File: src/rtl/dottori_raster_gen.sv
`default_nettype none
// +--------------------------------------------------------------------------+
// | Module      : dottori_raster_gen                                         |
// | Description : Raster timing, VRAM bitmap fetch, 1/2 bpp serialiser with  |
// |               4-entry palette, CPU VRAM wait and V-blank interrupt.      |
// | Revision    : 1.0 - initial release                                      |
// +--------------------------------------------------------------------------+
module dottori_raster_gen #(
  parameter int H_ACTIVE       = 256,
  parameter int H_FP           = 16,
  parameter int H_SYNC         = 24,
  parameter int H_BP           = 24,
  parameter int V_ACTIVE       = 256,
  parameter int V_FP           = 8,
  parameter int V_SYNC         = 4,
  parameter int V_BP           = 20,
  parameter int BPP            = 1,
  parameter int CPU_BLANK_ONLY = 0,
  parameter int ADDR_W         = 13
) (
  input  logic              clk_i,
  input  logic              reset_i,
  output logic [ADDR_W-1:0] vram_addr_o,
  output logic              vram_rd_o,
  input  logic [7:0]        vram_data_i,
  input  logic              cpu_vram_req_i,
  output logic              cpu_wait_o,
  input  logic              pal_wr_i,
  input  logic [1:0]        pal_idx_i,
  input  logic [2:0]        pal_data_i,
  input  logic              irq_ack_i,
  output logic              red_o,
  output logic              green_o,
  output logic              blue_o,
  output logic              h_sync_o,
  output logic              v_sync_o,
  output logic              h_blank_o,
  output logic              v_blank_o,
  output logic              sync_o,
  output logic              irq_n_o
);

  localparam int PPB     = 8 / BPP;
  localparam int H_TOTAL = H_ACTIVE + H_FP + H_SYNC + H_BP;
  localparam int V_TOTAL = V_ACTIVE + V_FP + V_SYNC + V_BP;
  localparam int HW      = $clog2(H_TOTAL);
  localparam int VW      = $clog2(V_TOTAL);
  localparam int PW      = $clog2(PPB);

  logic [HW-1:0]     hcount_q, hcount_d;
  logic [VW-1:0]     vcount_q, vcount_d;
  logic              vram_rd_q, rd_dly_q;
  logic [ADDR_W-1:0] addr_q, addr_d;
  logic [7:0]        shift_q;
  logic [2:0]        pal_q [4];
  logic [1:0]        pix_idx;
  logic [2:0]        rgb_q, rgb_d;
  logic              hblank_q, vblank_q, hsync_q, vsync_q, sync_q, irq_q, irq_d;
  logic              hblank_d, vblank_d, hsync_d, vsync_d;
  logic              irq_set, irq_end;

  // A byte is requested two cycles before its first pixel position; byte 0 of
  // a line is therefore requested at the end of the previous line.
  function automatic logic fetch_at(input logic [HW-1:0] h, input logic [VW-1:0] v);
    logic prefetch, in_line;
    prefetch = (h == HW'(H_TOTAL - 2)) &&
               ((v == VW'(V_TOTAL - 1)) || (v < VW'(V_ACTIVE - 1)));
    in_line  = (v < VW'(V_ACTIVE)) && (h < HW'(H_ACTIVE - 2)) &&
               (h[PW-1:0] == PW'(PPB - 2));
    return prefetch || in_line;
  endfunction

  // Next counter position.
  always_comb begin
    hcount_d = hcount_q + HW'(1);
    vcount_d = vcount_q;
    if (hcount_q == HW'(H_TOTAL - 1)) begin
      hcount_d = '0;
      vcount_d = (vcount_q == VW'(V_TOTAL - 1)) ? '0 : vcount_q + VW'(1);
    end
  end

  // Raster counters; reset parks on the last line so line 0 gets its prefetch.
  always_ff @(posedge clk_i) begin
    if (reset_i) begin
      hcount_q <= '0;
      vcount_q <= VW'(V_TOTAL - 1);
    end else begin
      hcount_q <= hcount_d;
      vcount_q <= vcount_d;
    end
  end

  // Address restarts at the line-0 byte-0 request and steps once per request.
  always_comb begin
    addr_d = addr_q;
    if ((hcount_d == HW'(H_TOTAL - 2)) && (vcount_d == VW'(V_TOTAL - 1)))
      addr_d = '0;
    else if (vram_rd_q)
      addr_d = addr_q + ADDR_W'(1);
  end

  // Fetch strobe is decoded from the next position so it leaves a flop.
  always_ff @(posedge clk_i) begin
    if (reset_i) begin
      vram_rd_q <= 1'b0;
      rd_dly_q  <= 1'b0;
      addr_q    <= '0;
    end else begin
      vram_rd_q <= fetch_at(hcount_d, vcount_d);
      rd_dly_q  <= vram_rd_q;
      addr_q    <= addr_d;
    end
  end

  // Shifter loads the byte returned for the previous request, else shifts.
  always_ff @(posedge clk_i) begin
    if (reset_i)
      shift_q <= '0;
    else if (rd_dly_q)
      shift_q <= vram_data_i;
    else
      shift_q <= shift_q << BPP;
  end

  generate
    if (BPP == 1) begin : g_idx_1bpp
      assign pix_idx = {1'b0, shift_q[7]};
    end else begin : g_idx_2bpp
      assign pix_idx = shift_q[7:6];
    end
  endgenerate

  // Palette; reset dominates a coincident write.
  always_ff @(posedge clk_i) begin
    if (reset_i) begin
      pal_q[0] <= 3'b000;
      pal_q[1] <= 3'b111;
      pal_q[2] <= 3'b010;
      pal_q[3] <= 3'b101;
    end else if (pal_wr_i) begin
      pal_q[pal_idx_i] <= pal_data_i;
    end
  end

  // Video decode for the current position, registered below.
  always_comb begin
    hblank_d = (hcount_q >= HW'(H_ACTIVE));
    vblank_d = (vcount_q >= VW'(V_ACTIVE));
    hsync_d  = (hcount_q >= HW'(H_ACTIVE + H_FP)) &&
               (hcount_q <= HW'(H_ACTIVE + H_FP + H_SYNC - 1));
    vsync_d  = (vcount_q >= VW'(V_ACTIVE + V_FP)) &&
               (vcount_q <= VW'(V_ACTIVE + V_FP + V_SYNC - 1));
    rgb_d    = (hblank_d || vblank_d) ? 3'b000 : pal_q[pix_idx];
  end

  // Output registers: one cycle behind the counters.
  always_ff @(posedge clk_i) begin
    if (reset_i) begin
      rgb_q    <= 3'b000;
      hblank_q <= 1'b1;
      vblank_q <= 1'b1;
      hsync_q  <= 1'b0;
      vsync_q  <= 1'b0;
      sync_q   <= 1'b1;
    end else begin
      rgb_q    <= rgb_d;
      hblank_q <= hblank_d;
      vblank_q <= vblank_d;
      hsync_q  <= hsync_d;
      vsync_q  <= vsync_d;
      sync_q   <= ~(hsync_d | vsync_d);
    end
  end

  // Interrupt: set entering line V_ACTIVE (beats a coincident ack), cleared by
  // ack or on entering the following line.
  assign irq_set = (hcount_d == '0) && (vcount_d == VW'(V_ACTIVE));
  assign irq_end = (hcount_d == '0) && (vcount_d == VW'(V_ACTIVE + 1));

  always_comb begin
    irq_d = irq_q;
    if (irq_set)
      irq_d = 1'b1;
    else if (irq_ack_i || irq_end)
      irq_d = 1'b0;
  end

  // Interrupt pending flag.
  always_ff @(posedge clk_i) begin
    if (reset_i)
      irq_q <= 1'b0;
    else
      irq_q <= irq_d;
  end

  generate
    if (CPU_BLANK_ONLY != 0) begin : g_wait_active
      logic v_active;
      assign v_active   = (vcount_q < VW'(V_ACTIVE));
      assign cpu_wait_o = cpu_vram_req_i & (v_active | vram_rd_q);
    end else begin : g_wait_fetch
      assign cpu_wait_o = cpu_vram_req_i & vram_rd_q;
    end
  endgenerate

  assign vram_addr_o = addr_q;
  assign vram_rd_o   = vram_rd_q;
  assign red_o       = rgb_q[0];
  assign green_o     = rgb_q[1];
  assign blue_o      = rgb_q[2];
  assign h_blank_o   = hblank_q;
  assign v_blank_o   = vblank_q;
  assign h_sync_o    = hsync_q;
  assign v_sync_o    = vsync_q;
  assign sync_o      = sync_q;
  assign irq_n_o     = ~irq_q;

endmodule
`default_nettype wire

File: config.mk
export PLATFORM = sky130hd
export DESIGN_NAME = dottori_raster_gen
export DESIGN_NICKNAME = d
export VERILOG_FILES = /design/src/rtl/dottori_raster_gen.sv
export SDC_FILE = /design/constraint.sdc
export NUM_CORES = 1
export LEC_CHECK = 0
export CORE_MARGIN = 10
export CORE_UTILIZATION = 35
export CTS_BUF_LIST = sky130_fd_sc_hd__clkbuf_2 sky130_fd_sc_hd__clkbuf_4 sky130_fd_sc_hd__clkbuf_8
export DETAILED_ROUTE_END_ITERATION = 8
export PLACE_DENSITY_LB_ADDON = 0.1
export SLEW_MARGIN = 25
export SYNTH_ARGS = -nofsm -noshare
export SYNTH_HDL_FRONTEND = slang
export SYNTH_SLANG_ARGS = --single-unit
File: constraint.sdc
create_clock -name clk_i -period 3.4 [get_ports clk_i]
set_input_delay 0.51 -clock clk_i [delete_from_list [all_inputs] [get_ports clk_i]]
set_output_delay 0.51 -clock clk_i [all_outputs]
set_load 0.02 [all_outputs]
==> impl_metrics.json, run 1 <==
{
  "layout_common_cells": "dfxtp_1, nor2_1, clkdlybuf4s50_1",
  "cpMaxStageDelayCell": "ha_1",
  "required_ps": 3600,
  "post-cts-setup-buffers": 0,
  "grt_usage_pct": 10.7,
  "vdd_drop_max_v": 0.000165,
  "layout.nets": 374,
  "rsz0062_at_grt": "no",
  "cts_sinks": 56,
  "cts_tree": "done",
  "viasPerCell": 5.16,
  "grt_max_degree": 38,
  "layout-drive-gt1-share_pct": 8.29,
  "final-setup-viol-count": 0,
  "clk_latency_ps": 300,
  "cp.arrival_ps": 3190,
  "path_class": "reg -> reg",
  "synth_xor_area_share_pct": 6.63,
  "drcViolationCount": 0,
  "path_cells": "ha_1 > nand4bb_1 > nor4_2 > mux2i_1 > and4_4 > a41o_4 > nor2_1",
  "hold_violations": 0,
  "coreArea_sq_mm": 0.00813,
  "vias": 2350,
  "r2r_cells": 7,
  "tightest_slew_ps": 663,
  "setup_tns_ps": 0,
  "hold_buffers": 0,
  "synth-edff-count": 6,
  "routed_wirelength_um": 6660,
  "cp_max_fo": 15,
  "clockBufferDepth": 2,
  "cts_buffers": 5,
  "finClkSkew_ps": 7.79,
  "slew_headroom_pct": 55.2,
  "fmax_ghz": 0.334,
  "drt_iter0_markers": 85,
  "ant_nets": 0,
  "synth.area.top_cells": "dfxtp_1, edfxtp_1, nor2_1",
  "htree_levels": 2,
  "ioPinCount": 42,
  "dp.cells": 447,
  "diodes": 0,
  "start_util_pct": 35.7,
  "async_reset_ff_share_pct": 0,
  "ys_ff_latch": 56,
  "antenna_found_initial": 0,
  "holdPathStages": 2,
  "hpwlAfterDp_um": 4980,
  "final_cells": 455,
  "place.port_buffers": 41,
  "synth_mux_area_share_pct": 4.52,
  "drt_pass1_iterations": 5,
  "die_h_um": 111,
  "grt_pass1_wl_um": 11300,
  "synth_flop_cell": "dfxtp_1",
  "syn_avg_cell_area_sq_um": 9.06,
  "hold_class": "reg -> reg",
  "grt_pass1_vias": 2233,
  "whs_ps": 467,
  "cellPowerDensity_mw_per_mm2": 331,
  "clk_pin_slew_ps": 90,
  "status": "complete, no violations",
  "ys_warn_count": 0,
  "syn_nets": 346,
  "yosys.area.top_type": "dfxtp_1",
  "drv_cap": 0,
  "syn_area_sq_mm": 0.00291,
  "postCtsResizedCells": 0,
  "setup.worst_path.start_class": "flip-flop",
  "synth_compound_gate_area_share_pct": 10.1,
  "final-max-slew-violation-count": 0,
  "dieWidth_um": 111,
  "gp_congestion": 0.825,
  "rows": 33,
  "synthDominantCellAreaShare_pct": 34.4,
  "power.leakage_nw": 1.17,
  "synth_top_family_by_area": "simple AND/OR/NAND/NOR gates",
  "synth_simple_gate_area_share_pct": 29.4,
  "layout_commonest_cell": "dfxtp_1",
  "cts_root_buffer": "clkbuf_8",
  "synth_cell_types": 55,
  "slowest_delay_ps": 530,
  "period_share_pct": 88.0,
  "areaGrowthSynthToFinish_pct": 17.9,
  "synthAdderAreaFrac_pct": 3.01,
  "dieArea_sq_mm": 0.0124,
  "synthCells": 321,
  "seq_area_frac_synth_pct": 40.6,
  "crit_path_end_kind": "flip-flop",
  "overflow": 0,
  "wl_per_cell_um": 14.6,
  "min_period_ps": 2990
}
[synthesized netlist by cell type, types with 4 or more instances]
master and number:
nand4_1 12, nand2_1 17, mux2i_1 12, xnor2_1 11
nand2b_1 9, nor3_1 5, dfxtp_1 50, edfxtp_1 6
o211ai_1 4, a21oi_1 9, nand3_1 14, nor4b_1 4
xor2_1 11, o21ai_0 6, or2_2 9, and2_1 6
nor2_1 44, inv_1 11, clkbuf_1 9, buf_2 7
ha_1 7
[power by group]
group          internal, mW  switching, mW
sequential            0.679         0.0119
clock                 0.153          0.209
combinational        0.0442         0.0384
[metal layers]
| metal | GRT usage (%) | wire length, um | share of wire (%) |
|---|---|---|---|
| met1 | 13.4 | 3180 | 48 |
| met4 | 2.57 | 68 | 1.0 |
| met3 | 3.25 | 376 | 5.6 |
| met2 | 17.3 | 3030 | 46 |
| met5 | 0 | 0 | 0 |
[worst max-delay path: cells and delay by family (launching register included)]
family	cells	cell delay, ps
flops	1	490
fa+ha+maj	1	530
compound gates	1	310
mux	1	360
simple gates	4	1200
[metrics by stage]
step           setup WS [ps]  total power [mW]  util [%]  instance area [sq um]
6_report                 407              1.13      42.1                   3430
5_1_grt                  132              1.19      42.1                   3430
4_1_cts                  400              1.16      42.1                   3430
3_5_place_dp             404             0.790      41.1                   3340
3_3_place_gp             519             0.790      41.1                   3340
2_1_floorplan           1090             0.752         -                   2910
[area by class of cell]
cell class / instances / area (sq um)
clock buffer: 6 / 76.3
inverter: 11 / 41.3
multi-input combinational: 232 / 1560
timing repair buffer: 43 / 425
clock inverter: 2 / 12.5
sequential: 56 / 1180
fill: 809 / 4710
tap: 105 / 131
[logic make-up after synthesis]
kind of cell	Yosys count
multiplexers	13
AND/OR/NAND/NOR	150
adder cells (fa/ha/maj)	7
flip-flops	56
XOR/XNOR	22
buffers and inverters	33
AO/OA/AOI/OAI	40
[registers in the layout, summed over array words and instances (netlist names)]
signal       count
shift_q          8
hcount_q         9
v_sync_o         1
h_blank_o        1
v_blank_o        1
rgb_q            3
irq_q            1
sync_o           1
pal_q            6
rd_dly_q         1
vcount_q         9
vram_rd_o        1
h_sync_o         1
vram_addr_o     13
[path summary, 6_finish.rpt]
path,startpoint,to,slack (ps)
max reg2reg,hcount_q[0],vram_addr_o[1],410
max,hcount_q[0],vram_addr_o[1],410
min,shift_q[4],shift_q[5],470
min reg2reg,shift_q[4],shift_q[5],470
(Power assumes the default switching activity.)
==> inputs of run 2 (changes only) <==
CORE_UTILIZATION = 61   (was 35)
==> run 2 against run 1 <==
First-iteration DRC count grew 64%. Critical endpoint is now vram_addr_o[5]. Sequential cell count is the same. Maximum frequency grew 0.46%. Final cell count shrank 11%. Clock skew grew 3.2 ps. Core utilization grew 30 points. Largest cell class unchanged.
==> impl_metrics.json, run 2 (synthesis results as in run 1) <==
{
  "start_util_pct": 62.4,
  "comb_power_share_pct": 7.3,
  "p_seq_share_pct": 60.2,
  "path_class": "reg -> reg",
  "dieWidth_um": 89.0,
  "cts_root_buffer": "clkbuf_8",
  "grt_usage_pct": 16.4,
  "largest_register_ffs": 13,
  "p_int_mw": 0.879,
  "period_share_pct": 87.6,
  "rsz0062_at_grt": "no",
  "slowest_delay_ps": 520,
  "clockBufferDepth": 2,
  "setup_tns_ps": 0,
  "die_h_um": 89.0,
  "gp_congestion": 0.867,
  "power_frac_clock_pct": 32.5,
  "diodes": 0,
  "tightest_slew_ps": 660,
  "hold_class": "reg -> reg",
  "grt_pass1_wl_um": 10500,
  "rows": 25,
  "layout-drive-gt1-share_pct": 8.83,
  "vdd_drop_max_v": 0.000268,
  "setup_ws_ps": 421,
  "dieArea_sq_mm": 0.00793,
  "cp.arrival_ps": 3190,
  "cpMaxStageDelayCell": "ha_1",
  "cts_buffers": 5,
  "layout.nets": 375,
  "coreArea_sq_mm": 0.00466,
  "ioPinCount": 42,
  "crit_path_end_kind": "flip-flop",
  "grt_max_degree": 24,
  "worstSetupStartpoint": "hcount_q[0]",
  "cts_sinks": 56,
  "viasPerCell": 5.85,
  "whs_ps": 468,
  "vias": 2370,
  "p_sw_share_pct": 23.3,
  "slew_headroom_pct": 54.8,
  "final-max-slew-violation-count": 0,
  "fmax_ghz": 0.336,
  "reg2reg_from": "hcount_q[0]",
  "grt_pass1_vias": 2200,
  "drv_cap": 0,
  "overflow": 0,
  "nFillCells": 360,
  "finClkSkew_ps": 11.0,
  "cellPowerDensity_mw_per_mm2": 339,
  "status": "complete, no violations",
  "ant_nets": 0,
  "hold_buffers": 0,
  "setup.worst_path.start_class": "flip-flop",
  "wl_per_cell_um": 15.4,
  "path_cells": "ha_1 > nand4bb_1 > nor4_2 > mux2i_1 > and4_4 > a41o_4 > nor2_1",
  "routed_wirelength_um": 6250,
  "preCtsSetupSlack_ps": 453,
  "hold_violations": 0,
  "layout_common_cells": "dfxtp_1, nor2_1, clkdlybuf4s50_1",
  "antenna_found_initial": 0,
  "cts_tree": "done",
  "min-delay-start": "shift_q[3]",
  "drt_iter0_markers": 139,
  "hpwlAfterDp_um": 4630,
  "switchingPower_mw": 0.267,
  "cp_max_fo": 15,
  "power.leakage_nw": 1.17,
  "drcViolationCount": 0,
  "clk_latency_ps": 310,
  "final-setup-viol-count": 0,
  "required_ps": 3610,
  "areaGrowthSynthToFinish_pct": 16.1,
  "place.port_buffers": 41,
  "layout_commonest_cell": "dfxtp_1",
  "clk_pin_slew_ps": 100,
  "post-cts-setup-buffers": 0,
  "drt_pass1_iterations": 4,
  "postCtsResizedCells": 0,
  "min_period_ps": 2980,
  "htree_levels": 2
}
## run 2: area by class of cell
class	instances	area, sq um	area share, %
clock buffers	6	76.3	2.26
inverters	11	41.3	1.22
well taps	54	67.6	2.00
repair buffers	44	433	12.8
multi-input cells	232	1560	46.2
flip-flops and latches	56	1180	35.0
clock inverters	2	16.3	0.482
## run 2: stage by stage
stage                     area (sq um)  utilization [%]  total power, mW  std cells
after floorplan                   2910                -            0.752        321
after global placement            3280             70.4            0.787        397
after detailed placement          3280             70.4            0.789        397
after CTS                         3380             72.4             1.16        405
after global routing              3380             72.4             1.19        405
final                             3380             72.4             1.15        405
## run 2: path summary, 6_finish.rpt
path	cells after the start	slack [ps]	endpoint
min	2	470	shift_q[4]
min reg2reg	2	470	shift_q[4]
max	7	420	vram_addr_o[5]
max reg2reg	7	420	vram_addr_o[5]
## run 2: power by group through the flow
stage / combinational (mW) / sequential [mW] / clock (mW)
CTS: 0.0836 / 0.690 / 0.383
floorplan: 0.0480 / 0.704 / 0
detailed placement: 0.0833 / 0.706 / 0
finish: 0.0832 / 0.690 / 0.372
global route: 0.0919 / 0.693 / 0.406
global placement: 0.0820 / 0.705 / 0
## run 2: metal layers
layer  GRT usage (%)  share of wire, %  vias up
li1                -                 -     1191
met1            20.6                46     1113
met2            26.6                47       58
met3            4.83               4.9        8
met4            4.91               1.5        0
met5               0                 0        -
## run 2: critical path: cells and delay by family (launching register included)
family	cells	cell delay [ps]
and+or+nand+nor	4	1220
adders and majority gates	1	520
DFF	1	500
muxes	1	350
AOI/OAI and AO/OA	1	310
